$ cat src/rtl/mbinit_substate_ctrl.sv
// MBINIT substate sequencer: walks PARAM..REPAIRMB in order, enabling one
// substate engine at a time. It watches that engine's done/error, enforces a
// per-substate residency timeout and a bounded number of REPAIRMB retries,
// and reports overall completion or failure to the LTSM.
//
// Handshake: substate_en_o is a level held for the whole residency of a
// substate; the engine answers by raising done or err for the active bit only.
// A one-cycle enable-low gap separates consecutive enables (including a REPAIRMB
// retry) so every engine sees a fresh rising enable; inputs are ignored in the gap.
module mbinit_substate_ctrl #(
    parameter int TIMEOUT_CYCLES = 800000,
    parameter int MAX_RETRY      = 2,
    parameter int CNT_W          = 20
) (
    input  logic       clk_100MHz,
    input  logic       reset,
    input  logic       enable_i,
    output logic [5:0] substate_en_o,
    input  logic [5:0] substate_done_i,
    input  logic [5:0] substate_err_i,
    input  logic       repair_retry_i,
    output logic       MBINIT_done_o,
    output logic       MBINIT_error_o,
    output logic [2:0] err_code_o,
    output logic [2:0] cur_substate_o
);

    localparam int RTY_W = (MAX_RETRY < 1) ? 1 : $clog2(MAX_RETRY + 1);
    localparam logic [CNT_W-1:0] TO_LAST = CNT_W'(TIMEOUT_CYCLES - 1);
    localparam logic [RTY_W-1:0] RTY_MAX = RTY_W'(MAX_RETRY);

    localparam logic [2:0] CODE_NONE    = 3'd0;
    localparam logic [2:0] CODE_SUBERR  = 3'd1;
    localparam logic [2:0] CODE_TIMEOUT = 3'd2;
    localparam logic [2:0] CODE_RETRY   = 3'd3;

    // Low three bits double as the debug encoding; FAIL reports as 0.
    typedef enum logic [3:0] {
        ST_IDLE       = 4'd0,
        ST_PARAM      = 4'd1,
        ST_CAL        = 4'd2,
        ST_REPAIRCLK  = 4'd3,
        ST_REPAIRVAL  = 4'd4,
        ST_REVERSALMB = 4'd5,
        ST_REPAIRMB   = 4'd6,
        ST_DONE       = 4'd7,
        ST_FAIL       = 4'd8
    } state_t;

    state_t           state_q, state_d;
    logic             gap_q, gap_d;     // enable suppressed for one cycle
    logic [CNT_W-1:0] tcnt_q, tcnt_d;   // residency timer of active substate
    logic [RTY_W-1:0] rcnt_q, rcnt_d;   // REPAIRMB re-runs taken so far
    logic [2:0]       code_q, code_d;

    logic       active;
    logic [5:0] sel;
    logic       sub_done;
    logic       sub_err;

    // Decode the active substate into a one-hot select and qualify its inputs.
    always_comb begin
        active   = (state_q >= ST_PARAM) && (state_q <= ST_REPAIRMB);
        sel      = active ? (6'b000001 << (state_q[2:0] - 3'd1)) : 6'b000000;
        sub_done = |(substate_done_i & sel);
        sub_err  = |(substate_err_i & sel);
    end

    assign substate_en_o  = gap_q ? 6'b000000 : sel;
    assign MBINIT_done_o  = (state_q == ST_DONE) && !gap_q;
    assign MBINIT_error_o = (state_q == ST_FAIL);
    assign err_code_o     = code_q;
    assign cur_substate_o = (state_q == ST_FAIL) ? 3'd0 : state_q[2:0];

    // Next-state logic: abort, error, done, retry, timeout in priority order.
    always_comb begin
        state_d = state_q;
        gap_d   = 1'b0;
        tcnt_d  = tcnt_q;
        rcnt_d  = rcnt_q;
        code_d  = code_q;
        case (state_q)
            ST_IDLE: begin
                tcnt_d = '0;
                rcnt_d = '0;
                code_d = CODE_NONE;
                if (enable_i) state_d = ST_PARAM;
            end
            ST_DONE, ST_FAIL: begin
                if (!enable_i) begin
                    state_d = ST_IDLE;
                    code_d  = CODE_NONE;
                end
            end
            default: begin
                if (!enable_i) begin
                    state_d = ST_IDLE;
                    tcnt_d  = '0;
                    rcnt_d  = '0;
                    code_d  = CODE_NONE;
                end else if (gap_q) begin
                    tcnt_d = '0;
                end else if (sub_err) begin
                    state_d = ST_FAIL;
                    code_d  = CODE_SUBERR;
                end else if (sub_done) begin
                    // REPAIRMB + 1 lands on DONE, which also waits out one gap.
                    state_d = state_t'(state_q + 4'd1);
                    gap_d   = 1'b1;
                    tcnt_d  = '0;
                end else if ((state_q == ST_REPAIRMB) && repair_retry_i) begin
                    if (rcnt_q == RTY_MAX) begin
                        state_d = ST_FAIL;
                        code_d  = CODE_RETRY;
                    end else begin
                        gap_d  = 1'b1;
                        rcnt_d = rcnt_q + 1'b1;
                        tcnt_d = '0;
                    end
                end else if (tcnt_q == TO_LAST) begin
                    state_d = ST_FAIL;
                    code_d  = CODE_TIMEOUT;
                end else begin
                    tcnt_d = tcnt_q + 1'b1;
                end
            end
        endcase
    end

    // State register with synchronous reset.
    always_ff @(posedge clk_100MHz) begin
        if (reset) begin
            state_q <= ST_IDLE;
            gap_q   <= 1'b0;
            tcnt_q  <= '0;
            rcnt_q  <= '0;
            code_q  <= CODE_NONE;
        end else begin
            state_q <= state_d;
            gap_q   <= gap_d;
            tcnt_q  <= tcnt_d;
            rcnt_q  <= rcnt_d;
            code_q  <= code_d;
        end
    end

endmodule

$ cat config.mk
export PLATFORM = sky130hd
export DESIGN_NAME = mbinit_substate_ctrl
export DESIGN_NICKNAME = d
export VERILOG_FILES = /design/src/rtl/mbinit_substate_ctrl.sv
export SDC_FILE = /design/constraint.sdc
export NUM_CORES = 1
export LEC_CHECK = 0
export CORE_ASPECT_RATIO = 1.1
export CORE_UTILIZATION = 57
export CTS_BUF_LIST = sky130_fd_sc_hd__clkbuf_8
export CTS_CLUSTER_SIZE = 24
export DETAILED_ROUTE_END_ITERATION = 7
export PLACE_DENSITY = 0.94
export SYNTH_ARGS = -nofsm -noshare
export SYNTH_HDL_FRONTEND = slang
export SYNTH_SLANG_ARGS = --single-unit
$ cat constraint.sdc
create_clock -name clk_100MHz -period 3.8 [get_ports clk_100MHz]
set_input_delay 0.95 -clock clk_100MHz [delete_from_list [all_inputs] [get_ports clk_100MHz]]
set_output_delay 0.95 -clock clk_100MHz [all_outputs]
set_load 0.01 [all_outputs]
==> key figures, run 1 <==
Run status
  – Outcome: finished clean

Placement
  – Placed Instances: roughly 310
  – Hpwl dp: between 3000 and 4000 um
  – GP Congestion: between 0.8 and 0.9
  – # port buffers: 28

STA
  – Fin crit period: between 3 and 4 ns
  – Hold Fails Final Rpt: 0
  – # setup viols final: 0
  – Highest clock rate: 0.282 GHz
  – Max-slew violation count: 0
  – Unrepaired setup endpoints after global routing: false
  – Slew @ Worst Pin: approximately 0.84 ns
  – Max_slew headroom: between 40 and 50%
  – Final period util: a little over 90%
  – Setup TNS: 0 ns
  – Clock Skews: about 0.0062 ns

Global route
  – Total gr overflow: 0
  – Total GRT Usage: between 20 and 30%
  – Antenna violations before repair: 0
  – Vias in the first global route: approximately 1900
  – First-pass GRT wire length: around 8300 um
  – Largest net degree at the start of global routing: 26

Pwr
  – Leak Pwr: about 0.00088 uW
  – PD cells: around 300 nW/um2
  – Logic pwr share: a little over a fifth
  – Seq pwr share: between 40 and 50%
  – Clk pwr share: around a third
  – Sw frac: 30.3%
  – Worst vdd ir: around 230 uV
  – Internal cell power: about 500 uW
  – Switching Power: 219 uW

Critical path
  – Worst Setup Path Type: reg -> out
  – Crit Path Max Fanout: 11
  – Crit path DAT: 2.59 ns
  – CP Cell Sequence: inv_1 -> ha_1 -> ha_1 -> nor4b_1 -> clkdlybuf4s50_1
  – Req. time, crit path: 2.85 ns
  – Most common cell on crit path: ha_1
  – Kind of end point of the critical path: output port
  – CP delay by family, top: adder cells
  – Crit-path slowest cell: clkdlybuf4s50_1
  – Worst path bufs/invs: 2
  – CP startpoint kind: register
  – CP max stage delay: ~0.62 ns

Synth
  – Synth top area share: 27.7%
  – Sequential area share after synthesis: ~28%
  – Synth top area cells: dfxtp_1 28%, nor2_1 4.8%, ha_1 4.2%
  – Syn nets: 273
  – Post-synthesis cell type count: 66
  – Post-synth ARST share: 0%
  – Post-Synthesis Cells: 250
  – Syn. warnings: 0
  – EDFF count, synth: 0
  – Ys flop type: dfxtp_1
  – Flops & latches, synth: 29
  – Syn Std Cell Area: 2100 um2
  – Synth Area per Inst: between 8 and 9 um2
  – Cell taking the most area after synthesis: dfxtp_1

Clock network
  – Num CTS Buffers: 5
  – H-tree level count: 2
  – # clock sinks: 29
  – Setup Fix Bufs, Post-CTS: 0
  – Worst skew pair latency: between 0.2 and 0.3 ns
  – Clock root cell: clkbuf_8
  – CTS tree: yes
  – Clock transition at path regs: about 0.070 ns
  – Maximum clock path buffer count: 2
  – Post-CTS sizing: 0
  – Hold_buf cts: 0

Detailed routing
  – Top layer in use: met4
  – Antenna Nets Post-Route: 0
  – Vias: just over 2000
  – Initial DRT Pass Iterations: 4
  – Initial DRC count: about 130
  – WL final: between 5000 and 6000 um
  – Vias per cell: between 6 and 7
  – WL met3: between 200 and 250 um
  – Wire per inst: around 16 um
  – Drt drc: 0
  – Met2 wire len: approximately 2500 um
  – Met1 Routed Length: ~2100 um

Floorplanning
  – Die Width: between 50 and 60 um
  – IO Pins: 30
  – Die extent in y: 65.6 um
  – Core area: 3410 um2
  – # rows: 22
  – Initial Util: 61.5%
  – Die area: approximately 4000 um2

Cells and area
  – Layout cells sized above 1: approximately 11%
  – Post-layout util: a little under three quarters
  – Final nets: a little under 300
  – Diodes inserted: 0
  – Area delta synth->final: 15.9%
  – Final instance count without filler cells: 320

Worst hold path
  – Hold/Removal Path Class: reg -> reg

Job
  – # Max-Cap Violations: 0
## power by group through the flow
stage	sequential (uW)	combinational (uW)	clock, uW
detailed placement	320	155	0
global placement	320	152	0
finish	313	158	251
global route	314	174	268
CTS	313	157	251
floorplan	318	119	0
## synth_stat cells, drive strengths merged, types with 3 or more instances
library cell   n
nor2          28
and3           9
nor3           4
nand2         17
inv           10
or3            4
o21ai         14
nor4b          4
nor4           4
dfxtp         29
a32o           4
o31ai          3
ha             7
mux2i          6
a21oi          9
buf            8
or2            3
clkbuf         7
o21a           3
a31oi          7
nor2b          4
a22oi          3
a311oi         5
a211o          3
nand3         14
and2           4
## cells in the final DEF (no fill, tap or decap), drive strengths merged, types with 3 or more instances in the layout
master          n
dfxtp          29
clkdlybuf4s50  28
nor2           28
nand2          17
nand3          14
o21ai          14
inv            10
and3            9
a21oi           9
a31oi           7
ha              7
mux2i           6
a311oi          5
clkbuf          5
nor2b           4
nor4b           4
or3             4
a32o            4
nor4            4
and2            4
nor3            4
a22oi           3
o31ai           3
o21a            3
a211o           3
or2             3
## per-layer routing
metal  GRT usage (%)  up-vias
met3            5.51       14
met5               0        -
met4            12.5        0
li1                -      987
met1            33.8      952
met2            47.8       76
## final timing paths
check | startpoint | endpoint | slack [ns] | cells past startpoint
min | err_code_o[0] | err_code_o[0] | 0.45 | 2
max reg2reg | state_q[0] | tcnt_q[6] | 0.39 | 8
max | state_q[0] | substate_en_o[1] | 0.26 | 5
min reg2reg | err_code_o[0] | err_code_o[0] | 0.45 | 2
## sequential cells by signal, indices dropped and copies added, names as in the netlist
signal,cells
tcnt_q,20
state_q,4
err_code_o,2
rcnt_q,2
gap_q,1
## tightest hold or removal path, delay by kind of cell (launching register included)
kind               cells  cell delay [ns]
DFF                    1             0.31
and+or+nand+nor        1             0.05
AOI/OAI and AO/OA      1             0.05
## per-stage QoR
step,total power (uW),worst slack (ns),area [um2],hold WS (ns)
final,722,0.259,2430,0.452
after global routing,755,0.0816,2430,0.468
after CTS,721,0.277,2430,0.452
after detailed placement,475,0.398,2350,0.442
after global placement,472,0.544,2350,0.441
after floorplan,438,1.13,2100,0.450
## cell type report
cell class	instances	area [um2]
Multi-Input combinational cell	196	1380
Sequential cell	29	581
Fill cell	279	981
Clock buffer	5	68.8
Inverter	10	37.5
Clock inverter	3	17.5
Tap cell	48	60.1
Timing Repair Buffer	29	288
## logic make-up after synthesis
| group | Yosys count | share of synthesized area (%) |
|---|---|---|
| and+or+nand+nor | 111 | 31.8 |
| other | 1 | 0.179 |
| muxes | 7 | 3.58 |
| xor gates and xnor gates | 2 | 0.835 |
| adders and majority gates | 7 | 4.17 |
| DFF | 29 | 27.7 |
| buffers and inverters | 25 | 6.56 |
| AOI/OAI and AO/OA | 68 | 25.2 |
No activity file was read; power rests on OpenSTA's default activity.
==> run 2: changes to the inputs <==
--- a/config.mk
+++ b/config.mk
@@ -6,6 +6,7 @@
 export NUM_CORES = 1
 export LEC_CHECK = 0
 export CORE_ASPECT_RATIO = 1.1
+export CORE_MARGIN = 3
 export CORE_UTILIZATION = 57
 export CTS_BUF_LIST = sky130_fd_sc_hd__clkbuf_8
 export CTS_CLUSTER_SIZE = 24
==> key figures, run 2 (same netlist as run 1, synthesis figures left out) <==
Run status
  – Outcome: finished clean

Cells and area
  – Largest register FFs: 20
  – Top flop regs: tcnt_q (20), state_q (4)
  – Commonest non-fill, non-tap cell in the layout: dfxtp_1
  – Area delta synth->final: 17.4%
  – Biggest register: tcnt_q
  – Most frequent cells in the layout: 29 x dfxtp_1, 28 x clkdlybuf4s50_1, 27 x nor2_1
  – Final nets: about 300
  – # fillers: 257
  – Layout cells sized above 1: between 10 and 15%
  – Diodes inserted: 0
  – Post-layout util: 71.6%
  – Design area: 2460 um2

Placement
  – # port buffers: 28
  – DP Worst Slack: roughly 0.40 ns
  – Dpl cell area: about 2300 um2
  – Hpwl dp: approximately 3700 um
  – GP Congestion: between 0.8 and 0.9

Pwr
  – Internal cell power: between 500 and 600 uW
  – Clk pwr share: 41.4%
  – Leak Pwr: a little under 0.0009 uW
  – Switching Power: approximately 220 uW
  – Seq pwr share: a little under 40%
  – PD cells: 328 nW/um2
  – Worst vdd ir: between 200 and 300 uV
  – Sw frac: 27.1%
  – Logic pwr share: between 10% and 20%

Critical path
  – Crit Path Max Fanout: 11
  – Crit path launch: state_q[0]
  – Crit path DAT: 2.55 ns
  – Reg2reg start: state_q[0]
  – Req. time, crit path: roughly 2.9 ns
  – Worst Setup Path Type: reg -> out
  – Kind of end point of the critical path: output port
  – CP startpoint kind: register
  – Worst r2r path cells: 9

Floorplanning
  – Core area: 3440 um2
  – Die extent in y: about 70 um
  – Die area: ~4400 um2
  – Die Width: 63.9 um
  – Initial Util: between 60% and 70%
  – # rows: 22
  – IO Pins: 30

Global route
  – Total GRT Usage: between 20 and 25%
  – Total gr overflow: 0
  – Largest net degree at the start of global routing: 26
  – Antenna violations before repair: 0
  – Vias in the first global route: ~2000
  – First-pass GRT wire length: slightly below 9000 um

Clock network
  – Num CTS Buffers: 5
  – Setup Fix Bufs, Post-CTS: 0
  – CTS tree: yes
  – Clock root cell: clkbuf_8
  – # clock sinks: 29
  – Hold_buf cts: 0
  – Maximum clock path buffer count: 2
  – Post-CTS sizing: 0
  – Worst skew pair latency: ~0.29 ns
  – H-tree level count: 2
  – Clock transition at path regs: 0.06 ns

Job
  – # Max-Cap Violations: 0

STA
  – Unrepaired setup endpoints after global routing: false
  – Setup TNS: 0 ns
  – Fin crit period: between 3 and 4 ns
  – Hold slack: 0.461 ns
  – Final period util: 92.1%
  – Slew @ Worst Pin: approximately 0.75 ns
  – Post-route setup slack: between 0.3 and 0.4 ns
  – # setup viols final: 0
  – Hold Fails Final Rpt: 0
  – Max_slew headroom: slightly below 50%
  – Clock Skews: roughly 0.0038 ns
  – Max-slew violation count: 0
  – Highest clock rate: roughly 0.29 GHz

Detailed routing
  – Vias per cell: between 6 and 7
  – Wire per inst: between 15 and 20 um
  – Initial DRC count: between 100 and 150
  – WL final: between 5000 and 6000 um
  – Initial DRT Pass Iterations: 5
  – Antenna Nets Post-Route: 0
  – Vias: 2020
  – Drt drc: 0

Worst hold path
  – Worst hold start: err_code_o[0]
  – Min-Delay Path Depth: 2
  – Hold/Removal Path Class: reg -> reg
## run 2: cell types whose count changed in the layout (fill, tap and decap cells not counted), sizes merged
cell	before	now
clkinv	2	0
bufinv	0	1
clkbuf	5	6
clkinvlp	1	0
inv	10	11
## run 2: critical path, cell delays in order, from the launching register on
cell             delay, ns
dfxtp_1               0.42
inv_1                 0.11
ha_1                  0.27
ha_1                  0.45
nor4b_1               0.40
clkdlybuf4s50_1       0.60
## run 2: stage by stage
| stage | total power [uW] | instances |
|---|---|---|
| 2_1_floorplan | 438 | 250 |
| 3_3_place_gp | 471 | 312 |
| 3_5_place_dp | 476 | 312 |
| 4_1_cts | 806 | 320 |
| 5_1_grt | 838 | 320 |
| 6_report | 807 | 320 |
## run 2: worst paths after layout
check                                         to  slack, ns
worst max-delay path            substate_en_o[1]       0.30
worst min-delay path               err_code_o[0]       0.46
worst max register to register        tcnt_q[12]       0.41
worst min register to register     err_code_o[0]       0.46
## run 2: area by class of cell
class	count	area, um2	area share [%]
Clock buffer	6	82.6	3.35
Sequential cell	29	581	23.6
Tap cell	48	60.1	2.44
Inverter	10	37.5	1.52
Multi-Input combinational cell	196	1380	56.0
Timing Repair Buffer	29	288	11.7
Clock inverter	2	33.8	1.37
## run 2: power by group through the flow
stage	registers, uW	logic, uW	clock network (uW)
after floorplan	318	119	0
after global placement	320	151	0
after detailed placement	320	156	0
after CTS	313	158	335
after global routing	314	173	351
final	314	159	334
## run 2: layer usage
metal / track usage [%] / routed length, um
met5: 0 / 0
met4: 13.4 / 138
met3: 5.83 / 412
met2: 38.2 / 2430
met1: 29.3 / 2110
==> run 3: changes to the inputs <==
--- a/config.mk
+++ b/config.mk
@@ -9,6 +9,7 @@
 export CORE_MARGIN = 3
 export CORE_UTILIZATION = 57
 export CTS_BUF_LIST = sky130_fd_sc_hd__clkbuf_8
+export CTS_CLUSTER_DIAMETER = 40
 export CTS_CLUSTER_SIZE = 24
 export DETAILED_ROUTE_END_ITERATION = 7
 export PLACE_DENSITY = 0.94
==> results of run 3 <==
The final DEF is identical to that of run 2; final timing and power are the same.
